===== src/rtl/muldiv_unit_if.sv =====
// Start/done handshake bundle between the EX stage and the multiply/divide unit.
// master drives requests; slave is the unit itself.
interface muldiv_unit_if #(
  parameter int unsigned DATA_W = 32
) ();
  logic                  start;
  logic [2:0]            op;
  logic [DATA_W-1:0]     a_i;
  logic [DATA_W-1:0]     b_i;
  logic [2*DATA_W-1:0]   hilo_i;
  logic                  cancel;
  logic                  busy;
  logic                  done;
  logic [DATA_W-1:0]     hi_o;
  logic [DATA_W-1:0]     lo_o;
  logic                  dbz;

  modport master (
    output start, op, a_i, b_i, hilo_i, cancel,
    input  busy, done, hi_o, lo_o, dbz
  );

  modport slave (
    input  start, op, a_i, b_i, hilo_i, cancel,
    output busy, done, hi_o, lo_o, dbz
  );
endinterface


===== src/rtl/muldiv_unit.sv =====
// Multi-cycle MULT/MADD/MSUB/DIV unit with a fixed-latency multiplier and a
// restoring divider; produces a {hi,lo} pair with a one-cycle done pulse.
module muldiv_unit #(
  parameter int unsigned DATA_W  = 32,
  parameter int unsigned MUL_LAT = 2
) (
  input  logic         clk,
  input  logic         rst_n,
  muldiv_unit_if.slave bus
);
  localparam int unsigned PROD_W  = 2 * DATA_W;
  localparam int unsigned CNT_MAX = (DATA_W > MUL_LAT) ? DATA_W : MUL_LAT;
  localparam int unsigned CNT_W   = $clog2(CNT_MAX + 1);

  typedef enum logic [1:0] {IDLE, MUL, DIV, DONE} state_t;

  state_t              state_q, state_d;
  logic [CNT_W-1:0]    cnt_q, cnt_d;
  logic [1:0]          acc_q, acc_d;
  logic                neg_q, neg_d;
  logic                rneg_q, rneg_d;
  logic [DATA_W-1:0]   a_q, a_d;
  logic [DATA_W-1:0]   b_q, b_d;
  logic [DATA_W-1:0]   rem_q, rem_d;
  logic [DATA_W-1:0]   araw_q, araw_d;
  logic [PROD_W-1:0]   hilo_q, hilo_d;
  logic                busy_q, busy_d;
  logic                done_q, done_d;
  logic                dbz_q, dbz_d;
  logic [DATA_W-1:0]   hi_q, hi_d;
  logic [DATA_W-1:0]   lo_q, lo_d;

  logic                in_sgn;
  logic [PROD_W-1:0]   prod;
  logic [PROD_W-1:0]   prod_s;
  logic [PROD_W-1:0]   mul_res;
  logic [DATA_W:0]     trial;

  // Magnitude of a possibly-signed operand; most-negative maps to 2^(W-1).
  function automatic logic [DATA_W-1:0] mag(input logic [DATA_W-1:0] x, input logic sgn);
    return (sgn && x[DATA_W-1]) ? -x : x;
  endfunction

  assign in_sgn = ~bus.op[0];

  // Multiply/accumulate and divider-step datapath, all from latched operands.
  always_comb begin
    prod   = PROD_W'(a_q) * PROD_W'(b_q);
    prod_s = neg_q ? -prod : prod;
    case (acc_q)
      2'b01:   mul_res = hilo_q + prod_s;
      2'b10:   mul_res = hilo_q - prod_s;
      default: mul_res = prod_s;
    endcase
    trial = {rem_q, a_q[DATA_W-1]};
  end

  always_ff @(posedge clk) begin
    if (!rst_n) begin
      state_q <= IDLE;
      cnt_q   <= '0;
      acc_q   <= '0;
      neg_q   <= 1'b0;
      rneg_q  <= 1'b0;
      a_q     <= '0;
      b_q     <= '0;
      rem_q   <= '0;
      araw_q  <= '0;
      hilo_q  <= '0;
      busy_q  <= 1'b0;
      done_q  <= 1'b0;
      dbz_q   <= 1'b0;
      hi_q    <= '0;
      lo_q    <= '0;
    end else begin
      state_q <= state_d;
      cnt_q   <= cnt_d;
      acc_q   <= acc_d;
      neg_q   <= neg_d;
      rneg_q  <= rneg_d;
      a_q     <= a_d;
      b_q     <= b_d;
      rem_q   <= rem_d;
      araw_q  <= araw_d;
      hilo_q  <= hilo_d;
      busy_q  <= busy_d;
      done_q  <= done_d;
      dbz_q   <= dbz_d;
      hi_q    <= hi_d;
      lo_q    <= lo_d;
    end
  end

  // Next-state and next-output logic; cancel overrides everything last.
  always_comb begin
    state_d = state_q;
    cnt_d   = cnt_q;
    acc_d   = acc_q;
    neg_d   = neg_q;
    rneg_d  = rneg_q;
    a_d     = a_q;
    b_d     = b_q;
    rem_d   = rem_q;
    araw_d  = araw_q;
    hilo_d  = hilo_q;
    done_d  = 1'b0;
    dbz_d   = dbz_q;
    hi_d    = hi_q;
    lo_d    = lo_q;

    case (state_q)
      IDLE: begin
        if (bus.start && !bus.cancel) begin
          acc_d   = bus.op[2:1];
          neg_d   = in_sgn & (bus.a_i[DATA_W-1] ^ bus.b_i[DATA_W-1]);
          rneg_d  = in_sgn & bus.a_i[DATA_W-1];
          a_d     = mag(bus.a_i, in_sgn);
          b_d     = mag(bus.b_i, in_sgn);
          araw_d  = bus.a_i;
          hilo_d  = bus.hilo_i;
          rem_d   = '0;
          cnt_d   = '0;
          dbz_d   = 1'b0;
          state_d = (bus.op[2] && bus.op[1]) ? DIV : MUL;
        end
      end
      MUL: begin
        if (cnt_q == CNT_W'(MUL_LAT - 1)) begin
          state_d      = DONE;
          done_d       = 1'b1;
          {hi_d, lo_d} = mul_res;
        end else begin
          cnt_d = cnt_q + CNT_W'(1);
        end
      end
      DIV: begin
        if (b_q == '0) begin
          state_d = DONE;
          done_d  = 1'b1;
          dbz_d   = 1'b1;
          hi_d    = araw_q;
          lo_d    = {DATA_W{1'b1}};
        end else if (cnt_q == CNT_W'(DATA_W)) begin
          state_d = DONE;
          done_d  = 1'b1;
          lo_d    = neg_q  ? -a_q   : a_q;
          hi_d    = rneg_q ? -rem_q : rem_q;
        end else begin
          // a_q shifts out dividend bits and shifts in quotient bits.
          if (trial >= {1'b0, b_q}) begin
            rem_d = DATA_W'(trial - {1'b0, b_q});
            a_d   = {a_q[DATA_W-2:0], 1'b1};
          end else begin
            rem_d = trial[DATA_W-1:0];
            a_d   = {a_q[DATA_W-2:0], 1'b0};
          end
          cnt_d = cnt_q + CNT_W'(1);
        end
      end
      DONE: begin
        state_d = IDLE;
      end
      default: begin
        state_d = IDLE;
      end
    endcase

    if (bus.cancel) begin
      state_d = IDLE;
      done_d  = 1'b0;
      dbz_d   = dbz_q;
      hi_d    = hi_q;
      lo_d    = lo_q;
    end

    busy_d = (state_d != IDLE);
  end

  assign bus.busy = busy_q;
  assign bus.done = done_q;
  assign bus.dbz  = dbz_q;
  assign bus.hi_o = hi_q;
  assign bus.lo_o = lo_q;
endmodule


===== src/flat_wrapper.sv =====
// flat-port wrapper written by rule: the top's interface ports become plain ports
module muldiv_unit_flat 
#(
  parameter int unsigned DATA_W  = 32,
  parameter int unsigned MUL_LAT = 2
)
  (clk, rst_n, bus_start, bus_op, bus_a_i, bus_b_i, bus_hilo_i, bus_cancel, bus_busy, bus_done, bus_hi_o, bus_lo_o, bus_dbz);
  muldiv_unit_if #(.DATA_W(DATA_W)) bus_i ();
  input  logic clk;
  input  logic rst_n;
  input wire logic [$bits(bus_i.start)-1:0] bus_start;
  input wire logic [$bits(bus_i.op)-1:0] bus_op;
  input wire logic [$bits(bus_i.a_i)-1:0] bus_a_i;
  input wire logic [$bits(bus_i.b_i)-1:0] bus_b_i;
  input wire logic [$bits(bus_i.hilo_i)-1:0] bus_hilo_i;
  input wire logic [$bits(bus_i.cancel)-1:0] bus_cancel;
  output wire logic [$bits(bus_i.busy)-1:0] bus_busy;
  output wire logic [$bits(bus_i.done)-1:0] bus_done;
  output wire logic [$bits(bus_i.hi_o)-1:0] bus_hi_o;
  output wire logic [$bits(bus_i.lo_o)-1:0] bus_lo_o;
  output wire logic [$bits(bus_i.dbz)-1:0] bus_dbz;
  assign bus_i.start = bus_start;
  assign bus_i.op = bus_op;
  assign bus_i.a_i = bus_a_i;
  assign bus_i.b_i = bus_b_i;
  assign bus_i.hilo_i = bus_hilo_i;
  assign bus_i.cancel = bus_cancel;
  assign bus_busy = bus_i.busy;
  assign bus_done = bus_i.done;
  assign bus_hi_o = bus_i.hi_o;
  assign bus_lo_o = bus_i.lo_o;
  assign bus_dbz = bus_i.dbz;
  muldiv_unit #(.DATA_W(DATA_W), .MUL_LAT(MUL_LAT)) u_core (.clk(clk), .rst_n(rst_n), .bus(bus_i));
endmodule

===== config.mk =====
export PLATFORM = sky130hd
export DESIGN_NAME = muldiv_unit_flat
export DESIGN_NICKNAME = d
export VERILOG_FILES = /design/src/rtl/muldiv_unit_if.sv /design/src/rtl/muldiv_unit.sv /design/src/flat_wrapper.sv
export SDC_FILE = /design/constraint.sdc
export NUM_CORES = 2
export LEC_CHECK = 0
export BUFFER_PORTS_ARGS = -buffer_cell sky130_fd_sc_hd__buf_2
export CORE_AREA = 2 2 351 266
export DETAILED_ROUTE_END_ITERATION = 6
export DIE_AREA = 0 0 353 268
export PLACE_DENSITY = 0.79
export SLEW_MARGIN = 20
export SYNTH_ARGS = -nofsm -noshare
export SYNTH_HDL_FRONTEND = slang
export SYNTH_SLANG_ARGS = --single-unit

===== constraint.sdc =====
create_clock -name clk -period 17.8 [get_ports clk]
set_clock_uncertainty 0.1 [all_clocks]
set_input_delay 2.67 -clock clk [delete_from_list [all_inputs] [get_ports clk]]
set_output_delay 2.67 -clock clk [all_outputs]
set_load 0.005 [all_outputs]

==> summary.md <==
| Metric | Value |
|---|---|
| Outcome | `complete, but fails checks` |
| Violated checks | `DRC` |
| Dpl cells | `8031` |
| F_max | `68.5 MHz` |
| Final hold vios | `0` |
| CP Class | `register to register` |
| Compound-Gate Fraction of Synth Area | `13.9%` |
| Worst path required time | `18230 ps` |
| H-tree Lvls | `1` |
| Post-synth top cells | `nand2_1, inv_1, fa_1` |
| Initial antenna violation count | `8` |
| CTS tree | `yes` |
| Seq cells post-synth | `271` |
| Crit. End Element | `register` |
| Worst EP arrival | `15030 ps` |
| Final Net Count | `8245` |
| Post-Synthesis Cells | `6942` |
| Syn avg cell area | `8.08 um2` |
| CTS Hold Bufs | `0` |
| Largest family of logic cells by synthesized area | `adder cells` |
| Die X | `353 um` |
| Startpoint types | `register` |
| Final min period | `14600 ps` |
| Worst Hold Class | `register to register` |
| Dpl hpwl | `148000 um` |
| Worst Tran Pin Value | `1340 ps` |
| Setup violators final | `0` |
| XOR/XNOR Fraction of Synth Area | `5.51%` |
| Post-synth cell types | `104` |
| Global route total overflow | `0` |
| Worst setup margin | `3200 ps` |
| Peak supply drop | `0.0000848 V` |
| Slew headroom | `9.66%` |
| CTS clk-pin slew, worst paths | `70 ps` |
| Total Wirelength | `192000 um` |
| Clk_lat worst skew | `650 ps` |
| CP peak stage delay | `1040 ps` |
| Slowest cell on the critical path | `dfxtp_1` |
| Post-CTS Resized | `0` |
| Pins Over Slew Limit | `0` |
| Final instance area | `58900 um2` |
| Top post-synthesis cells by area | `fa_1, dfxtp_1, ha_1, nand2_1, inv_1` |
| Lkg Pwr | `27.9 nW` |
| Number of flops mapped to enable cells by yosys | `0` |
| RSZ-0062 raised after global routing | `no` |
| PwrDens | `56.1 nW/um2` |
| First-pass GRT wire length | `296000 um` |
| Worst slack at placement | `3650 ps` |
| Count leader, synth | `nand2_1` |
| Syn Nets | `8349` |
| Final cycle utilization of the critical path | `82.0%` |
| Row count | `96` |
| Sink Count | `271` |
| Root Buffer | `clkbuf_16` |
| Vias in the first global route | `50.7k` |
| Post-synthesis adder-cell area fraction | `40.4%` |
| Die ar. | `94600 um2` |
| Starting Density | `61.6%` |
| Largest net degree at the start of global routing | `87` |
| Setup TNS | `0 ps` |
| Post-Layout Cell Count | `8093` |
| Max_cap viols | `0` |
| Core region area | `91000 um2` |
| DRC Markers | `4` |
| CTS buffer count | `30` |
| Post-Syn Area | `56100 um2` |
| Post-synthesis mux area share | `0.950%` |
| P&R area growth vs syn | `4.90%` |
| Crit-path max FO | `18` |
| Total vias in the final route | `50.9k` |
| Ratio of cells with drive above 1 in the final layout | `6.46%` |
| Routed WL per cell | `23.7 um` |
| Post-CTS Setup Bufs | `0` |
| Max Buffers Root-to-Sink | `3` |
| CP most frequent cell | `fa_1` |
| Yosys top cell area share | `32.0%` |
| Vias per cell | `6.29` |
| Synth async-reset ratio | `0%` |
| Top cell type by total area after synthesis | `fa_1` |
| Seq/Total Area, Yosys | `9.67%` |
| Post-synthesis simple-gate area fraction | `20.2%` |
| Placed Instance Area | `57800 um2` |
| Yosys synthesis warning count | `0` |
| First-pass detailed-route iteration total | `7` |
| Leading register cell type out of synthesis | `dfxtp_1` |
| I/O Buffers | `201` |
| Routability Congestion | `1.05` |
| Drt initial violations | `5852` |
| DIE HEIGHT | `268 um` |
| Ports | `202` |
| GRT Util Overall | `40.6%` |
| Remaining antenna violation count | `0` |
[worst paths after layout]
kind	startpoint	cells after the start	slack, ps	endpoint
setup / recovery	u_core.a_q[1]$_SDFFE_PN0P_	40	3200	u_core.bus.hi_o[30]$_SDFFE_PN0P_
hold / removal	u_core.bus.lo_o[22]$_SDFFE_PN0P_	2	350	u_core.bus.lo_o[22]$_SDFFE_PN0P_
setup reg to reg	u_core.a_q[1]$_SDFFE_PN0P_	40	3200	u_core.bus.hi_o[30]$_SDFFE_PN0P_
hold reg to reg	u_core.bus.lo_o[22]$_SDFFE_PN0P_	2	350	u_core.bus.lo_o[22]$_SDFFE_PN0P_
[area by class of cell]
cell class                 count  area [um2]
antenna                        6        15.0
clock inverter                22         250
sequential                   271        5430
clock buffer                  34         796
multi-input combinational   5266       45500
tap                         1225        1530
fill                        7846       32200
timing repair buffer         295        1710
inverter                     974        3660
[cells by family after synthesis]
kind of cell / count (synthesis)
simple gates: 2363
buf+inv: 1405
flops: 271
fa+ha+maj: 1272
xor+xnor: 352
mux: 52
compound gates: 1227
[power by group]
group	switching, W	total [W]	leakage [nW]	internal [W]
Combinational	0.00130	0.00196	25.2	0.000659
Clock	0.000309	0.000680	0.507	0.000371
Sequential	0.0000243	0.000656	2.20	0.000632
[flip-flops by register name (all words and copies together), names as in the netlist]
signal and flops:
u_core.hilo_q 64, u_core.a_q 32, u_core.araw_q 32, u_core.b_q 32
u_core.bus.hi_o 32, u_core.bus.lo_o 32, u_core.rem_q 32, u_core.cnt_q 6
u_core.acc_q 2, u_core.state_q 2, u_core.bus.busy 1, u_core.bus.dbz 1
u_core.bus.done 1, u_core.neg_q 1, u_core.rneg_q 1
[through the flow]
step	power (W)	hold slack, ps	util, %
global placement	0.00253	341	63.5
detailed placement	0.00255	343	63.5
finish	0.00330	353	64.6
global route	0.00347	377	64.6
CTS	0.00323	352	64.6
floorplan	0.00198	335	-
[layout by cell type, fill, tap and decap left out, types with 166 or more instances in the layout]
cell,instances
a21oi_1,467
and2_1,480
buf_2,201
dfxtp_1,268
fa_1,898
ha_1,372
inv_1,969
nand2_1,1019
nor2_1,393
o21ai_0,216
xnor2_1,185
xor2_1,166
[per-layer routing]
layer	up-vias	global-route usage [%]	part of all wire [%]
met5	-	0.400	0.029
met4	6	14.0	4.1
met3	565	15.6	15
met2	3228	60.5	42
met1	24985	54.3	39
li1	22085	-	-
[worst max-delay path, delay by kind of cell, from the launching register on]
kind / cells / cell delay [ps]
DFF: 1 / 1040
xor gates and xnor gates: 3 / 540
and+or+nand+nor: 8 / 1930
buffers and inverters: 5 / 1410
AOI/OAI and AO/OA: 14 / 4990
adders and majority gates: 10 / 4450
Note: power is estimated with default switching activity, not from simulation.
